## src/rtl/counter_ctrl_pkg.sv

```systemverilog
// Shared definitions for the command-driven counter sequencer.
//   WIDTH_DEFAULT : default width of the count value and step argument
//   OP_*          : cmd_op encodings
//   state_e       : controller state encoding
package counter_ctrl_pkg;

   localparam int WIDTH_DEFAULT = 4;

   localparam logic [1:0] OP_LOAD  = 2'b00;
   localparam logic [1:0] OP_UP    = 2'b01;
   localparam logic [1:0] OP_DOWN  = 2'b10;
   localparam logic [1:0] OP_CLEAR = 2'b11;

   typedef enum logic [1:0] {
      ST_IDLE = 2'd0,
      ST_RUN  = 2'd1,
      ST_DONE = 2'd2
   } state_e;

endpackage

```

## src/rtl/counter_ctrl_count_core.sv

```systemverilog
// WIDTH-bit count register with parallel load and +/-1 stepping.
//   clk, rst  : clock, synchronous active-high reset
//   load      : take load_val this edge (wins over en)
//   load_val  : value to load
//   en        : step this edge
//   dir       : 0 = up, 1 = down
//   count     : registered count
//   wrap      : high when the step taken at the coming edge wraps modulo 2^WIDTH
module count_core #(
   parameter int WIDTH = 4
) (
   input  logic             clk,
   input  logic             rst,
   input  logic             load,
   input  logic [WIDTH-1:0] load_val,
   input  logic             en,
   input  logic             dir,
   output logic [WIDTH-1:0] count,
   output logic             wrap
);

   localparam logic [WIDTH-1:0] ONE = {{(WIDTH-1){1'b0}}, 1'b1};

   logic [WIDTH-1:0] count_q;
   logic [WIDTH-1:0] count_d;

   always_comb begin
      count_d = count_q;
      wrap    = 1'b0;
      if (load) begin
         count_d = load_val;
      end else if (en) begin
         if (dir) begin
            count_d = count_q - ONE;
            wrap    = (count_q == '0);
         end else begin
            count_d = count_q + ONE;
            wrap    = (count_q == '1);
         end
      end
   end

   always_ff @(posedge clk) begin
      if (rst) begin
         count_q <= '0;
      end else begin
         count_q <= count_d;
      end
   end

   assign count = count_q;

endmodule

```

## src/rtl/counter_ctrl.sv

```systemverilog
// Command-driven sequencer for the up/down count register.
//   clk, rst   : clock, synchronous active-high reset
//   cmd_valid  : command present
//   cmd_ready  : command can be accepted (IDLE and not in reset)
//   cmd_op     : LOAD / UP / DOWN / CLEAR
//   cmd_arg    : LOAD value or step count for UP/DOWN
//   hold       : freeze stepping while high
//   abort      : end an UP/DOWN run immediately, without done
//   out        : registered count
//   busy       : state is not IDLE
//   done       : one-cycle completion pulse
//   wrap       : one-cycle pulse after a modular wrap step
//
// state   | meaning
// --------+-------------------------------------------
// ST_IDLE | waiting for a command, cmd_ready high
// ST_RUN  | stepping out by one per non-held edge
// ST_DONE | one cycle, done pulse visible
module counter_ctrl
   import counter_ctrl_pkg::*;
#(
   parameter int WIDTH = WIDTH_DEFAULT
) (
   input  logic             clk,
   input  logic             rst,
   input  logic             cmd_valid,
   output logic             cmd_ready,
   input  logic [1:0]       cmd_op,
   input  logic [WIDTH-1:0] cmd_arg,
   input  logic             hold,
   input  logic             abort,
   output logic [WIDTH-1:0] out,
   output logic             busy,
   output logic             done,
   output logic             wrap
);

   localparam logic [WIDTH-1:0] ONE = {{(WIDTH-1){1'b0}}, 1'b1};

   state_e           state_q, state_d;
   logic [WIDTH-1:0] rem_q, rem_d;
   logic             dir_q, dir_d;
   logic             done_q, done_d;
   logic             wrap_q, wrap_d;

   logic             accept;
   logic             core_load;
   logic [WIDTH-1:0] core_load_val;
   logic             core_en;
   logic             core_wrap;

   assign cmd_ready = (state_q == ST_IDLE) && !rst;
   assign accept    = cmd_valid && cmd_ready;

   always_comb begin
      state_d       = state_q;
      rem_d         = rem_q;
      dir_d         = dir_q;
      core_load     = 1'b0;
      core_load_val = '0;
      core_en       = 1'b0;
      unique case (state_q)
         ST_IDLE: begin
            if (accept) begin
               unique case (cmd_op)
                  OP_LOAD: begin
                     core_load     = 1'b1;
                     core_load_val = cmd_arg;
                     state_d       = ST_DONE;
                  end
                  OP_CLEAR: begin
                     core_load = 1'b1;
                     state_d   = ST_DONE;
                  end
                  default: begin
                     // UP/DOWN with zero steps completes without touching out
                     if (cmd_arg != '0) begin
                        dir_d   = (cmd_op == OP_DOWN);
                        rem_d   = cmd_arg;
                        state_d = ST_RUN;
                     end else begin
                        state_d = ST_DONE;
                     end
                  end
               endcase
            end
         end
         ST_RUN: begin
            if (abort) begin
               state_d = ST_IDLE;
            end else if (!hold) begin
               core_en = 1'b1;
               rem_d   = rem_q - ONE;
               if (rem_q == ONE) begin
                  state_d = ST_DONE;
               end
            end
         end
         ST_DONE: begin
            state_d = ST_IDLE;
         end
         default: begin
            state_d = ST_IDLE;
         end
      endcase
      done_d = (state_d == ST_DONE);
      wrap_d = core_wrap;
   end

   count_core #(
      .WIDTH (WIDTH)
   ) u_count_core (
      .clk      (clk),
      .rst      (rst),
      .load     (core_load),
      .load_val (core_load_val),
      .en       (core_en),
      .dir      (dir_q),
      .count    (out),
      .wrap     (core_wrap)
   );

   always_ff @(posedge clk) begin
      if (rst) begin
         state_q <= ST_IDLE;
         rem_q   <= '0;
         dir_q   <= 1'b0;
         done_q  <= 1'b0;
         wrap_q  <= 1'b0;
      end else begin
         state_q <= state_d;
         rem_q   <= rem_d;
         dir_q   <= dir_d;
         done_q  <= done_d;
         wrap_q  <= wrap_d;
      end
   end

   assign busy = (state_q != ST_IDLE);
   assign done = done_q;
   assign wrap = wrap_q;

endmodule

```

## config.mk

```make
export PLATFORM = sky130hd
export DESIGN_NAME = counter_ctrl
export DESIGN_NICKNAME = d
export VERILOG_FILES = /design/src/rtl/counter_ctrl_pkg.sv /design/src/rtl/counter_ctrl_count_core.sv /design/src/rtl/counter_ctrl.sv
export SDC_FILE = /design/constraint.sdc
export NUM_CORES = 1
export LEC_CHECK = 0
export BUFFER_PORTS_ARGS = -buffer_cell sky130_fd_sc_hd__buf_2
export CAP_MARGIN = 25
export CORE_UTILIZATION = 30
export CTS_BUF_LIST = sky130_fd_sc_hd__clkbuf_2
export CTS_CLUSTER_DIAMETER = 40
export DETAILED_ROUTE_END_ITERATION = 6
export PLACE_DENSITY = 0.52
export SYNTH_ARGS = -nofsm -noshare
export SYNTH_HDL_FRONTEND = slang
export SYNTH_SLANG_ARGS = --single-unit
```

## constraint.sdc

```tcl
create_clock -name clk -period 2.9 [get_ports clk]
set_input_delay 0.145 -clock clk [delete_from_list [all_inputs] [get_ports clk]]
set_output_delay 0.145 -clock clk [all_outputs]
set_load 0.02 [all_outputs]
```

==> results.sh, run 1 <==
export IMPL_grt_max_degree=16
export IMPL_die_width_microns=54.55
export IMPL_grt_remaining_overflow=0
export IMPL_max_freq_ghz=0.5501
export IMPL_synthCells=100
export IMPL_relSlewSlack_pct=66.58
export IMPL_route_detailed_drc=0
export IMPL_viasPerCell=5.325
export IMPL_wl_mm=1.854
export IMPL_yosys_top_cells_area="dfxtp_1 (31%), ha_1 (9.1%), nor2_1 (5.0%)"
export IMPL_drv_cap=0
export IMPL_vias=804
export IMPL_nFillCells=271
export IMPL_synth_largest_area_cell="dfxtp_1"
export IMPL_p_leak_uw=0.0004021
export IMPL_cts_tree="yes"
export IMPL_holdBufCountCts=0
export IMPL_cts_root_buf="clkbuf_2"
export IMPL_layout_commonest_cell="buf_2"
export IMPL_p_per_area_nw_per_um2=385.1
export IMPL_grt_pass1_wl_mm=3.325
export IMPL_cts_buffer_depth=2
export IMPL_cp_start_kind="flip-flop"
export IMPL_drt_iter0_drc=22
export IMPL_holdPathStages=3
export IMPL_r2r_cells=5
export IMPL_syn2layout_area_growth_pct=17.82
export IMPL_io_pins=19
export IMPL_grt_usage_pct=15.91
export IMPL_tightestPinTransition_ns=0.4948
export IMPL_synth_cell_types=40
export IMPL_cts_made_buffers=3
export IMPL_avgSynthCellArea_sq_um=8.283
export IMPL_clkLatencyLatePin_ns=0.26
export IMPL_critPathCaptureType="flip-flop"
export IMPL_core_sq_um=2545
export IMPL_cts_resized=0
export IMPL_grt_pass1_vias=743
export IMPL_final_util_pct=38.35
export IMPL_start_util_pct=32.55
export IMPL_dieArea_sq_um=2975
export IMPL_finalHoldViolations=0
export IMPL_synth_top_area_share_pct=31.42
export IMPL_drive_gt1_share_pct=22.31
export IMPL_rows=18
export IMPL_synth_seq_area_share_pct=31.42
export IMPL_first_pass_iters=4
export IMPL_io_buffers=18
export IMPL_cts_sinks=13
export IMPL_r2r_setup_slack_ns=1.08
export IMPL_fin_setup_tns_ns=0
export IMPL_r2r_start="dir_q$_SDFFE_PP0P_"
export IMPL_antenna_found_initial=0
export IMPL_skew_ns=0.001751
export IMPL_postCtsSetupBuffers=0
export IMPL_period_needed_ns=1.818
export IMPL_htreeDepth=1
export IMPL_yosysWarnings=0
export IMPL_hpwl_mm=1.456
export IMPL_clk_pin_slew_ns=0.13
export IMPL_finalSetupViolCount=0
export IMPL_fin_crit_sh_pct=62.68
export IMPL_hp_start="cmd_arg[2]"
export IMPL_peakVddDrop_mv=0.1986
export IMPL_gp_congestion=0.8622
export IMPL_crit_start="dir_q$_SDFFE_PP0P_"
export IMPL_ys_ff_latch=13
export IMPL_final_antenna_net_count=0
export IMPL_dieHeight_microns=54.55
export IMPL_num_antenna_cells=0
export IMPL_ys_flop_type="dfxtp_1"
export IMPL_finalMaxSlewViolations=0
export IMPL_synth_nets=118
export IMPL_final_cell_mix="buf_2 (18), dfxtp_1 (13), nor2_1 (11)"
export IMPL_synth_edf_count=0
export IMPL_status="complete, no violations"
export IMPL_finalNetCount=140
export IMPL_syn_area_sq_um=828.3
export IMPL_wl_per_cell_microns=12.28
export IMPL_synthArstFlopShare_pct=0
export IMPL_path_max_fanout=8
export IMPL_worst_setup_path_type="reg -> reg"
export IMPL_grt_setup_unrepaired="no"
export IMPL_crit_required_ns=3.07
export IMPL_critPathArrivalTime_ns=1.99
export IMPL_worstHoldPathType="in -> reg"
## through the flow
stage	setup WS (ns)	std cells	cell area [sq um]	hold slack [ns]	total power, uW
2_1_floorplan	1.139	100	828.3	0.2476	254.9
3_3_place_gp	1.131	147	955.9	0.4727	283.3
3_5_place_dp	1.109	147	955.9	0.4786	282.6
4_1_cts	1.085	151	975.9	0.1727	381.2
5_1_grt	0.8791	151	975.9	0.1820	405.2
6_report	1.082	151	975.9	0.1826	375.8
## area by class of cell
class	instances	area [sq um]	area share, %
clock buffer	4	20.02	2.051
sequential	13	260.3	26.67
tap	30	37.54	3.846
timing repair buffer	19	97.59	10.00
inverter	9	33.78	3.462
multi-input combinational	76	526.8	53.97
## cells by family (layout without fill, tap and decap cells)
kind of cell | Yosys count | after routing | share of synthesized area, %
adder cells (fa/ha/maj) | 7 | 7 | 11.48
XOR/XNOR | 1 | 1 | 1.058
AO/OA/AOI/OAI | 26 | 26 | 22.06
AND/OR/NAND/NOR | 42 | 42 | 29.00
buffers and inverters | 11 | 32 | 4.985
flip-flops | 13 | 13 | 31.42
## power by group
group,switching (uW),internal [uW],total [uW]
Sequential,9.18,187,196
Combinational,48.4,34.0,82.4
Clock,60.5,36.6,97.1
Total,118,258,376
## Yosys cell counts (all sizes together) (2+ instances only)
cell    number
nand2        6
inv          9
nor4b        2
a211oi       2
o31ai        2
o21ai        2
nor3b        2
nor3         7
clkbuf       2
nor4         2
ha           6
o311ai       2
nor2        11
a21oi        8
or4b         2
nand3        2
dfxtp       13
## state kept, by name, summed over array words and instances, names as in the netlist
register and cells:
rem_q 4, wrap 1, done 1, state_q 2, u_count_core.count 4, dir_q 1
## per-layer routing
layer,share of wire [%],track usage [%]
met1,49,20.97
met2,44,24.59
met3,6.2,3.333
met4,1.0,7.265
met5,0,0
## critical path, stage by stage, from the launching register on
cell and delay [ns]:
dfxtp_1 0.49, ha_1 0.32, a21oi_1 0.19, a211oi_1 0.10, or4_1 0.46, and3_1 0.17
## final timing paths
kind,end
min,u_count_core.count[2]$_SDFFE_PP0P_
min reg2reg,rem_q[1]$_SDFFE_PP0P_
max,u_count_core.count[3]$_SDFFE_PP0P_
max reg2reg,u_count_core.count[3]$_SDFFE_PP0P_
No activity file was read; power rests on OpenSTA's default activity.
==> inputs of run 2 (changes only) <==
--- a/config.mk
+++ b/config.mk
@@ -11,7 +11,7 @@
 export CTS_BUF_LIST = sky130_fd_sc_hd__clkbuf_2
 export CTS_CLUSTER_DIAMETER = 40
 export DETAILED_ROUTE_END_ITERATION = 6
-export PLACE_DENSITY = 0.52
+export PLACE_DENSITY = 0.54
 export SYNTH_ARGS = -nofsm -noshare
 export SYNTH_HDL_FRONTEND = slang
 export SYNTH_SLANG_ARGS = --single-unit
==> constraint.sdc (replaced) <==
create_clock -name clk -period 1.6 [get_ports clk]
set_input_delay 0.08 -clock clk [delete_from_list [all_inputs] [get_ports clk]]
set_output_delay 0.08 -clock clk [all_outputs]
set_load 0.02 [all_outputs]
==> run 2 against run 1 <==
Compared with the run above:
- combinational power up 130%
- clock-buffer cell count unchanged
- clock skew up 0.0023 ns
- the flow now finishes with violations (setup timing)
- clock power up 84%
- worst hold slack worse by 0.079 ns
- utilization up 7.0 points
- die area unchanged
- sequential share of layout area down 3.3 points
- highest routed layer unchanged
- fmax up 8.3%
==> results.sh, run 2 (same netlist as run 1, synthesis figures left out) <==
export IMPL_status="finished, violations left"
export IMPL_violations="setup timing"
export IMPL_wl_mm=2.141
export IMPL_critPathArrivalTime_ns=1.86
export IMPL_core_sq_um=2545
export IMPL_timing_final_ws_setup_ns=-0.07893
export IMPL_grt_setup_unrepaired="yes"
export IMPL_worst_setup_path_type="reg -> reg"
export IMPL_slowest_delay_ns=0.54
export IMPL_clkLatencyLatePin_ns=0.27
export IMPL_dieHeight_microns=54.55
export IMPL_place_area_sq_um=1057
export IMPL_io_pins=19
export IMPL_fin_area_sq_um=1154
export IMPL_cts_buffer_depth=2
export IMPL_tightestPinTransition_ns=0.5513
export IMPL_timing_hold_ws_ns=0.1040
export IMPL_p_leak_uw=0.0004748
export IMPL_relSlewSlack_pct=62.77
export IMPL_finalHoldViolations=0
export IMPL_finalSetupViolCount=6
export IMPL_cts_made_buffers=3
export IMPL_wl_per_cell_microns=13.05
export IMPL_p_per_area_nw_per_um2=629.7
export IMPL_finalMaxSlewViolations=0
export IMPL_fin_crit_sh_pct=104.9
export IMPL_cp_start_kind="flip-flop"
export IMPL_slowest_stage="or4b_4"
export IMPL_multi_input_area_sq_um=598.1
export IMPL_layout_commonest_cell="buf_2"
export IMPL_grt_remaining_overflow=0
export IMPL_drt_iter0_drc=20
export IMPL_finalNetCount=153
export IMPL_critPathCaptureType="flip-flop"
export IMPL_antenna_found_initial=0
export IMPL_crit_required_ns=1.78
export IMPL_path_max_fanout=5
export IMPL_cts_tree="yes"
export IMPL_syn2layout_area_growth_pct=39.28
export IMPL_worstHoldPathType="in -> reg"
export IMPL_final_antenna_net_count=0
export IMPL_hpwl_mm=1.609
export IMPL_final_cell_mix="buf_2 (18), buf_4 (14), nor2_1 (11)"
export IMPL_start_util_pct=32.55
export IMPL_drive_gt1_share_pct=41.79
export IMPL_grt_max_degree=15
export IMPL_num_antenna_cells=0
export IMPL_cts_root_buf="clkbuf_2"
export IMPL_crit_chain="or4b_4, o21a_4, or2_4, o221a_1"
export IMPL_drv_cap=0
export IMPL_worst_path_buf_inv=0
export IMPL_grt_pass1_vias=824
export IMPL_route_detailed_drc=0
export IMPL_register_area_sq_um=269.0
export IMPL_first_pass_iters=5
export IMPL_grt_pass1_wl_mm=3.450
export IMPL_holdBufCountCts=0
export IMPL_rows=18
export IMPL_viasPerCell=5.378
export IMPL_vias=882
export IMPL_clk_pin_slew_ns=0.14
export IMPL_peakVddDrop_mv=0.3882
export IMPL_io_buffers=18
export IMPL_die_width_microns=54.55
export IMPL_nFillCells=267
export IMPL_dieArea_sq_um=2975
export IMPL_max_freq_ghz=0.5956
export IMPL_cts_sinks=13
export IMPL_gp_congestion=0.8769
export IMPL_period_needed_ns=1.679
export IMPL_skew_ns=0.004071
export IMPL_grt_usage_pct=16.38
export IMPL_htreeDepth=1
export IMPL_crit_family="simple AND/OR/NAND/NOR gates"
-- run 2: cell types whose count changed in the layout (fill, tap and decap cells not counted), sizes merged --
cell,previous run,this run
buf,19,32
-- run 2: what timing repair did --
| action | 4_1_cts | 5_1_grt |
|---|---|---|
| pin swaps | 2 | 3 |
| setup endpoints to repair | 6 | 10 |
| buffers inserted | 1 | 1 |
| cloned | 0 | 0 |
| endpoints found under the hold margin | 0 | 0 |
| gates resized for setup | 5 | 8 |
-- run 2: path summary, 6_finish.rpt --
kind | start | end | slack [ns] | cells past startpoint
worst min register to register | rem_q[3]$_SDFFE_PP0P_ | rem_q[3]$_SDFFE_PP0P_ | 0.54 | 2
worst max register to register | state_q[0]$_SDFF_PP0_ | rem_q[0]$_SDFFE_PP0P_ | -0.08 | 4
worst max-delay path | state_q[0]$_SDFF_PP0_ | rem_q[0]$_SDFFE_PP0P_ | -0.08 | 4
worst min-delay path | cmd_arg[2] | u_count_core.count[2]$_SDFFE_PP0P_ | 0.10 | 3
-- run 2: cell type report --
type,count,share of cell area [%]
well taps,30,3.254
repair buffers,32,16.92
clock buffers,4,1.735
multi-input cells,76,51.84
flip-flops and latches,13,23.32
inverters,9,2.928
-- run 2: where the power goes --
part	switching [uW]	total (uW)	internal (uW)
sequential	16.3	355	338
combinational	107	192	85.4
clock	113	179	66.3
-- run 2: per-stage QoR --
stage	power (uW)	setup WS, ns	cells	TNS [ns]	util [%]
4_1_cts	713.7	-0.06181	163	-0.2427	43.36
5_1_grt	772.3	-0.1440	164	-0.7365	45.33
6_report	726.4	-0.07893	164	-0.3050	45.33
2_1_floorplan	463.5	-0.01927	100	-0.05028	-
3_5_place_dp	530.8	-0.07572	158	-0.2646	41.54
3_3_place_gp	530.8	-0.08745	158	-0.2208	41.54
-- run 2: layer usage --
layer / track usage [%] / part of all wire, % / vias to the layer above
li1: - / - / 451
met1: 21.50 / 48 / 408
met5: 0 / 0 / -
met4: 9.402 / 0.93 / 0
met3: 3.056 / 4.0 / 4
met2: 24.80 / 47 / 19
-- run 2: worst min-delay path, cell delays in order --
cell and delay (ns):
buf_2 0.12, nand3_1 0.07, a21oi_1 0.07
